## src/rtl/ram_fifo_ctrl.sv

```systemverilog
// ram_fifo_ctrl
//
// Synchronous FIFO controller for an external simple dual-port RAM with a
// 1-cycle registered read, no read enable and undefined same-address
// read/write behaviour. Owns the write/read pointers, RAM occupancy, one
// outstanding-read flag and a 2-entry register output buffer, so a word can
// be both pushed and popped every cycle.
//
// Optional feature macro: FIFO_CTRL_ERROR_EN
//   When defined, adds sticky err_overflow / err_underflow flags and an
//   err_clear input. When undefined, those ports and their logic are absent.
//
// Ports
//   clk, rst          single clock; asynchronous active-high reset
//   push_valid/ready  producer handshake, push_data is the word to enqueue
//   pop_valid/ready   consumer handshake, pop_data is the head word
//   level             words held: RAM + output buffer + read in flight
//   ram_waddr/wdata/we  RAM write port
//   ram_raddr/rdata     RAM read port (rdata valid one cycle after raddr)
//   err_*             (FIFO_CTRL_ERROR_EN only) sticky error flags
module ram_fifo_ctrl #(
  parameter  int WIDTH     = 8,
  parameter  int DEPTH     = 16,
  localparam int ADDR_BITS = $clog2(DEPTH),
  localparam int LVL_W     = $clog2(DEPTH + 3)
) (
  input  logic                 clk,
  input  logic                 rst,
  input  logic                 push_valid,
  output logic                 push_ready,
  input  logic [WIDTH-1:0]     push_data,
  output logic                 pop_valid,
  input  logic                 pop_ready,
  output logic [WIDTH-1:0]     pop_data,
`ifdef FIFO_CTRL_ERROR_EN
  input  logic                 err_clear,
  output logic                 err_overflow,
  output logic                 err_underflow,
`endif
  output logic [LVL_W-1:0]     level,
  output logic [ADDR_BITS-1:0] ram_waddr,
  output logic [WIDTH-1:0]     ram_wdata,
  output logic                 ram_we,
  output logic [ADDR_BITS-1:0] ram_raddr,
  input  logic [WIDTH-1:0]     ram_rdata
);

  localparam logic [ADDR_BITS:0] FULL_WORDS = (ADDR_BITS + 1)'(DEPTH);

  logic [ADDR_BITS-1:0] r_wr_ptr;
  logic [ADDR_BITS-1:0] r_rd_ptr;
  logic [ADDR_BITS:0]   r_ram_words;
  logic                 r_rd_pending;
  logic [1:0]           r_out_count;
  logic [WIDTH-1:0]     r_buf0;   // head entry
  logic [WIDTH-1:0]     r_buf1;

  logic       w_push_ready;
  logic       w_push_fire;
  logic       w_pop_fire;
  logic       w_rd_issue;
  logic [2:0] w_out_demand;
  logic [1:0] w_cap_idx;

  // push_ready comes only from registered occupancy, forced low during reset
  assign w_push_ready = ~rst & (r_ram_words != FULL_WORDS);
  assign w_push_fire  = push_valid & w_push_ready;
  assign w_pop_fire   = (r_out_count != 2'd0) & pop_ready;

  // Words that will sit in (or be headed for) the output buffer after this
  // cycle's pop; a new read may only be issued if that leaves a free slot.
  assign w_out_demand = {1'b0, r_out_count} + {2'b00, r_rd_pending}
                        - {2'b00, w_pop_fire};
  assign w_rd_issue   = (r_ram_words != '0) & (w_out_demand < 3'd2);

  // Returning read data lands behind whatever survives this cycle's pop
  assign w_cap_idx = r_out_count - {1'b0, w_pop_fire};

  assign push_ready = w_push_ready;
  assign ram_we     = w_push_fire;
  assign ram_waddr  = r_wr_ptr;
  assign ram_wdata  = push_data;
  assign ram_raddr  = r_rd_ptr;
  assign pop_valid  = (r_out_count != 2'd0);
  assign pop_data   = r_buf0;
  assign level      = LVL_W'(r_ram_words) + LVL_W'(r_out_count)
                      + LVL_W'(r_rd_pending);

  always_ff @(posedge clk or posedge rst) begin
    if (rst) begin
      r_wr_ptr     <= '0;
      r_rd_ptr     <= '0;
      r_ram_words  <= '0;
      r_rd_pending <= 1'b0;
      r_out_count  <= 2'd0;
      r_buf0       <= '0;
      r_buf1       <= '0;
    end else begin
      if (w_push_fire) r_wr_ptr <= r_wr_ptr + 1'b1;
      if (w_rd_issue)  r_rd_ptr <= r_rd_ptr + 1'b1;
      r_ram_words  <= r_ram_words + (ADDR_BITS + 1)'(w_push_fire)
                      - (ADDR_BITS + 1)'(w_rd_issue);
      r_rd_pending <= w_rd_issue;
      r_out_count  <= r_out_count + 2'(r_rd_pending) - 2'(w_pop_fire);

      // Shift on pop first; a capture into slot 0 in the same cycle
      // overrides the shifted value because it is assigned later.
      if (w_pop_fire) r_buf0 <= r_buf1;
      if (r_rd_pending) begin
        if (w_cap_idx == 2'd0) r_buf0 <= ram_rdata;
        else                   r_buf1 <= ram_rdata;
      end
    end
  end

`ifdef FIFO_CTRL_ERROR_EN
  logic r_err_overflow;
  logic r_err_underflow;

  assign err_overflow  = r_err_overflow;
  assign err_underflow = r_err_underflow;

  // Set has priority over clear
  always_ff @(posedge clk or posedge rst) begin
    if (rst) begin
      r_err_overflow  <= 1'b0;
      r_err_underflow <= 1'b0;
    end else begin
      if (push_valid & ~w_push_ready) r_err_overflow <= 1'b1;
      else if (err_clear)             r_err_overflow <= 1'b0;
      if (pop_ready & ~pop_valid)     r_err_underflow <= 1'b1;
      else if (err_clear)             r_err_underflow <= 1'b0;
    end
  end
`endif

endmodule

```

## config.mk

```make
export PLATFORM = sky130hd
export DESIGN_NAME = ram_fifo_ctrl
export DESIGN_NICKNAME = d
export VERILOG_FILES = /design/src/rtl/ram_fifo_ctrl.sv
export SDC_FILE = /design/constraint.sdc
export NUM_CORES = 1
export LEC_CHECK = 0
export CORE_ASPECT_RATIO = 2
export CORE_MARGIN = 3
export CORE_UTILIZATION = 34
export DETAILED_ROUTE_END_ITERATION = 10
export GPL_TIMING_DRIVEN = 0
export HOLD_SLACK_MARGIN = 0.1
export PLACE_DENSITY_LB_ADDON = 0.2
export SETUP_SLACK_MARGIN = 0.2
export SLEW_MARGIN = 25
export SYNTH_ARGS = -nofsm -noshare
export SYNTH_HDL_FRONTEND = slang
export SYNTH_SLANG_ARGS = --single-unit
```

## constraint.sdc

```tcl
create_clock -name clk -period 3.5 [get_ports clk]
set_input_delay 0.35 -clock clk [delete_from_list [all_inputs] [get_ports clk]]
set_output_delay 0.35 -clock clk [all_outputs]
set_load 0.1 [all_outputs]
```

==> impl_metrics.py <==
metrics = {
    "sta": {
        "drv_slew": 0,
        "fin_skew_ns": 0.00752,
        "fin_crit_sh_pct": 90.0,
        "rsz0062_at_grt": "no",
        "setup_ws_ns": 0.350,
        "finalHoldViolCount": 0,
        "fin_crit_ns": 3.15,
        "relSlewSlack_pct": 34.4,
        "fmax_mhz": 317,
        "worstMarginPinSlew_ns": 0.981,
        "setup_viol": 0,
    },
    "drt": {
        "drc_errors": 0,
        "via_per_inst": 4.79,
        "ant_nets": 0,
        "wirelength_mm": 3.86,
        "num_vias": 1189,
        "wl_per_cell_um": 15.6,
        "dr.first_iter.drc_count": 8,
        "drt_first_pass_iters": 4,
    },
    "global_routing": {
        "grt_use_total_pct": 13.7,
        "grt_max_degree": 33,
        "grt_pass1_wl_mm": 6.49,
        "antenna_found_initial": 0,
        "grt_pass1_vias": 1342,
        "overflow": 0,
    },
    "clocking": {
        "clock_sinks": 32,
        "cts_buffers": 5,
        "cts_buffer_depth": 2,
        "clk_latency_ns": 0.28,
        "cts_root_buf": "clkbuf_8",
        "hold_buffers": 0,
        "path_clk_slew_ns": 0.07,
        "htree_num_levels": 2,
        "cts_tree": "yes",
    },
    "die": {
        "die_width_um": 57.1,
        "start_util_pct": 35.8,
        "die_area_um2": 6180,
        "die_h_um": 108,
        "coreArea_um2": 4950,
        "num_rows": 36,
        "io_pins": 52,
    },
    "synthesis": {
        "syn-cell-area_um2": 1780,
        "synthXorXnorAreaFrac_pct": 6.91,
        "synth_cell_types": 28,
        "ys_seq_area_share_pct": 45.1,
        "yosysWarnings": 0,
        "synth_nets": 172,
        "synth_top_family_by_area": "multiplexers",
        "synthCells": 136,
        "synth_fa_ha_area_share_pct": 13.0,
        "yosys.area_share.simple_pct": 6.62,
        "synthMuxAreaShare_pct": 18.2,
        "avgSynthCellArea_um2": 13.1,
        "synth_compound_area_share_pct": 3.45,
        "ys_ff_latch": 32,
    },
    "worst_setup_path": {
        "crit_arrival_ns": 2.80,
        "startpoint": "r_rd_pending",
        "crit_required_ns": 3.15,
        "critPathMaxFanout": 3,
        "end_kind": "output port",
        "reg2reg_depth": 13,
        "r2r_start": "r_out_count[1]",
        "critPathLaunchType": "flop",
        "path_class": "flop to output port",
    },
    "cells_and_area": {
        "final_common_cell": "clkdlybuf4s50_1",
        "nFillCells": 464,
        "regArea_um2": 802,
        "antenna_cells": 0,
        "drive_above_1_share_pct": 30.4,
        "nNetsFinal": 226,
        "final_cells": 248,
        "mostFrequentLayoutCells": "clkdlybuf4s50_1 (41), dfrtp_1 (31), mux2_2 (18)",
        "synthToLayoutAreaGrowth_pct": 39.5,
        "multi_input_area_um2": 891,
    },
    "hold_path": {
        "hold_path_class": "flop to flop",
        "hold_path_depth": 1,
        "hold_start": "ram_raddr[3]",
    },
    "placement": {
        "hpwlAfterDp_mm": 3.03,
        "numPortBuffers": 43,
        "dp.cells": 236,
        "gp_congestion": 0.818,
        "dpl_worst_slack_ns": -0.439,
    },
    "run_status": {
        "outcome": "finished, final reports clean",
    },
    "job": {
        "maxCapViolations": 0,
    },
}
==> worst max-delay path: stages (launching register included) <==
cell,delay [ns]
dfrtp_1,0.42
inv_1,0.10
fa_1,0.42
inv_1,0.08
fa_1,0.20
xor2_1,0.15
clkdlybuf4s50_1,1.15
==> flip-flops by register name (all words and copies together), names as in the netlist <==
register      flops
pop_data          8
r_out_count       2
ram_raddr         4
r_rd_pending      1
ram_waddr         4
r_ram_words       5
r_buf1            8
==> Yosys cell counts, drive strengths merged <==
master / instances / area share, %
fa: 4 / 4.5
nor2: 2 / 0.42
o21ai: 3 / 0.85
a21o: 1 / 0.42
buf: 9 / 4.0
o21bai: 1 / 0.42
nor3: 2 / 0.56
inv: 13 / 2.7
ha: 12 / 8.5
and3b: 1 / 0.49
nand3: 2 / 0.56
a21oi: 2 / 0.56
nor4b: 2 / 0.99
nand2: 2 / 0.42
dfrtp: 32 / 45
nor4: 1 / 0.35
nor3b: 1 / 0.42
mux2: 26 / 18
or4: 1 / 0.63
nand2b: 1 / 0.35
o31ai: 1 / 1.2
xor2: 10 / 4.9
and4bb: 1 / 0.70
nor2b: 2 / 0.70
xnor2: 4 / 2.0
==> cells by family (layout without fill, tap and decap cells) <==
kind of cell,after synthesis,after routing
AOI/OAI and AO/OA,8,8
xor gates and xnor gates,14,14
adders and majority gates,16,16
buffers and inverters,22,77
DFF,32,32
muxes,26,26
and+or+nand+nor,18,18
==> path summary, 6_finish.rpt <==
check                                 endpoint  slack, ns
worst max-delay path                  level[2]       0.35
worst min-delay path              ram_raddr[3]       0.46
worst max register to register  r_ram_words[4]       0.38
worst min register to register    ram_raddr[3]       0.46
max in group asynchronous       r_out_count[1]       2.46
min in group asynchronous         ram_waddr[2]       0.55
==> layer usage <==
metal,share of wire [%],track usage [%]
met1,33,13.1
met4,2.5,5.47
met3,3.9,2.99
met2,61,27.0
met5,0,0
==> area by class of cell <==
| type | instances | share of cell area, % |
|---|---|---|
| Multi-Input combinational cell | 82 | 36.0 |
| Sequential cell | 32 | 32.4 |
| Timing Repair Buffer | 47 | 18.8 |
| Clock buffer | 7 | 3.89 |
| Buffer | 9 | 2.88 |
| Tap cell | 57 | 2.88 |
| Inverter | 13 | 1.97 |
| Clock inverter | 1 | 1.21 |
==> metrics by stage <==
| step | cell area (µm²) | setup TNS, ns | utilization (%) | hold slack [ns] |
|---|---|---|---|---|
| after floorplan | 1780 | 0 | - | 0.466 |
| after global placement | 2280 | -0.728 | 46.0 | 0.458 |
| after detailed placement | 2280 | -1.17 | 46.0 | 0.457 |
| after CTS | 2440 | 0 | 49.3 | 0.470 |
| after global routing | 2480 | 0 | 50.0 | 0.484 |
| final | 2480 | 0 | 50.0 | 0.463 |
==> repair_timing <==
item	CTS	global route
setup buffers	2	2
pin swaps	1	2
gates resized for setup	8	3
endpoints found under the setup margin	4	3
Power is left out: the tool's default activity adds up to more than one toggle a clock period on the data nets, which glitch-free logic cannot reach.
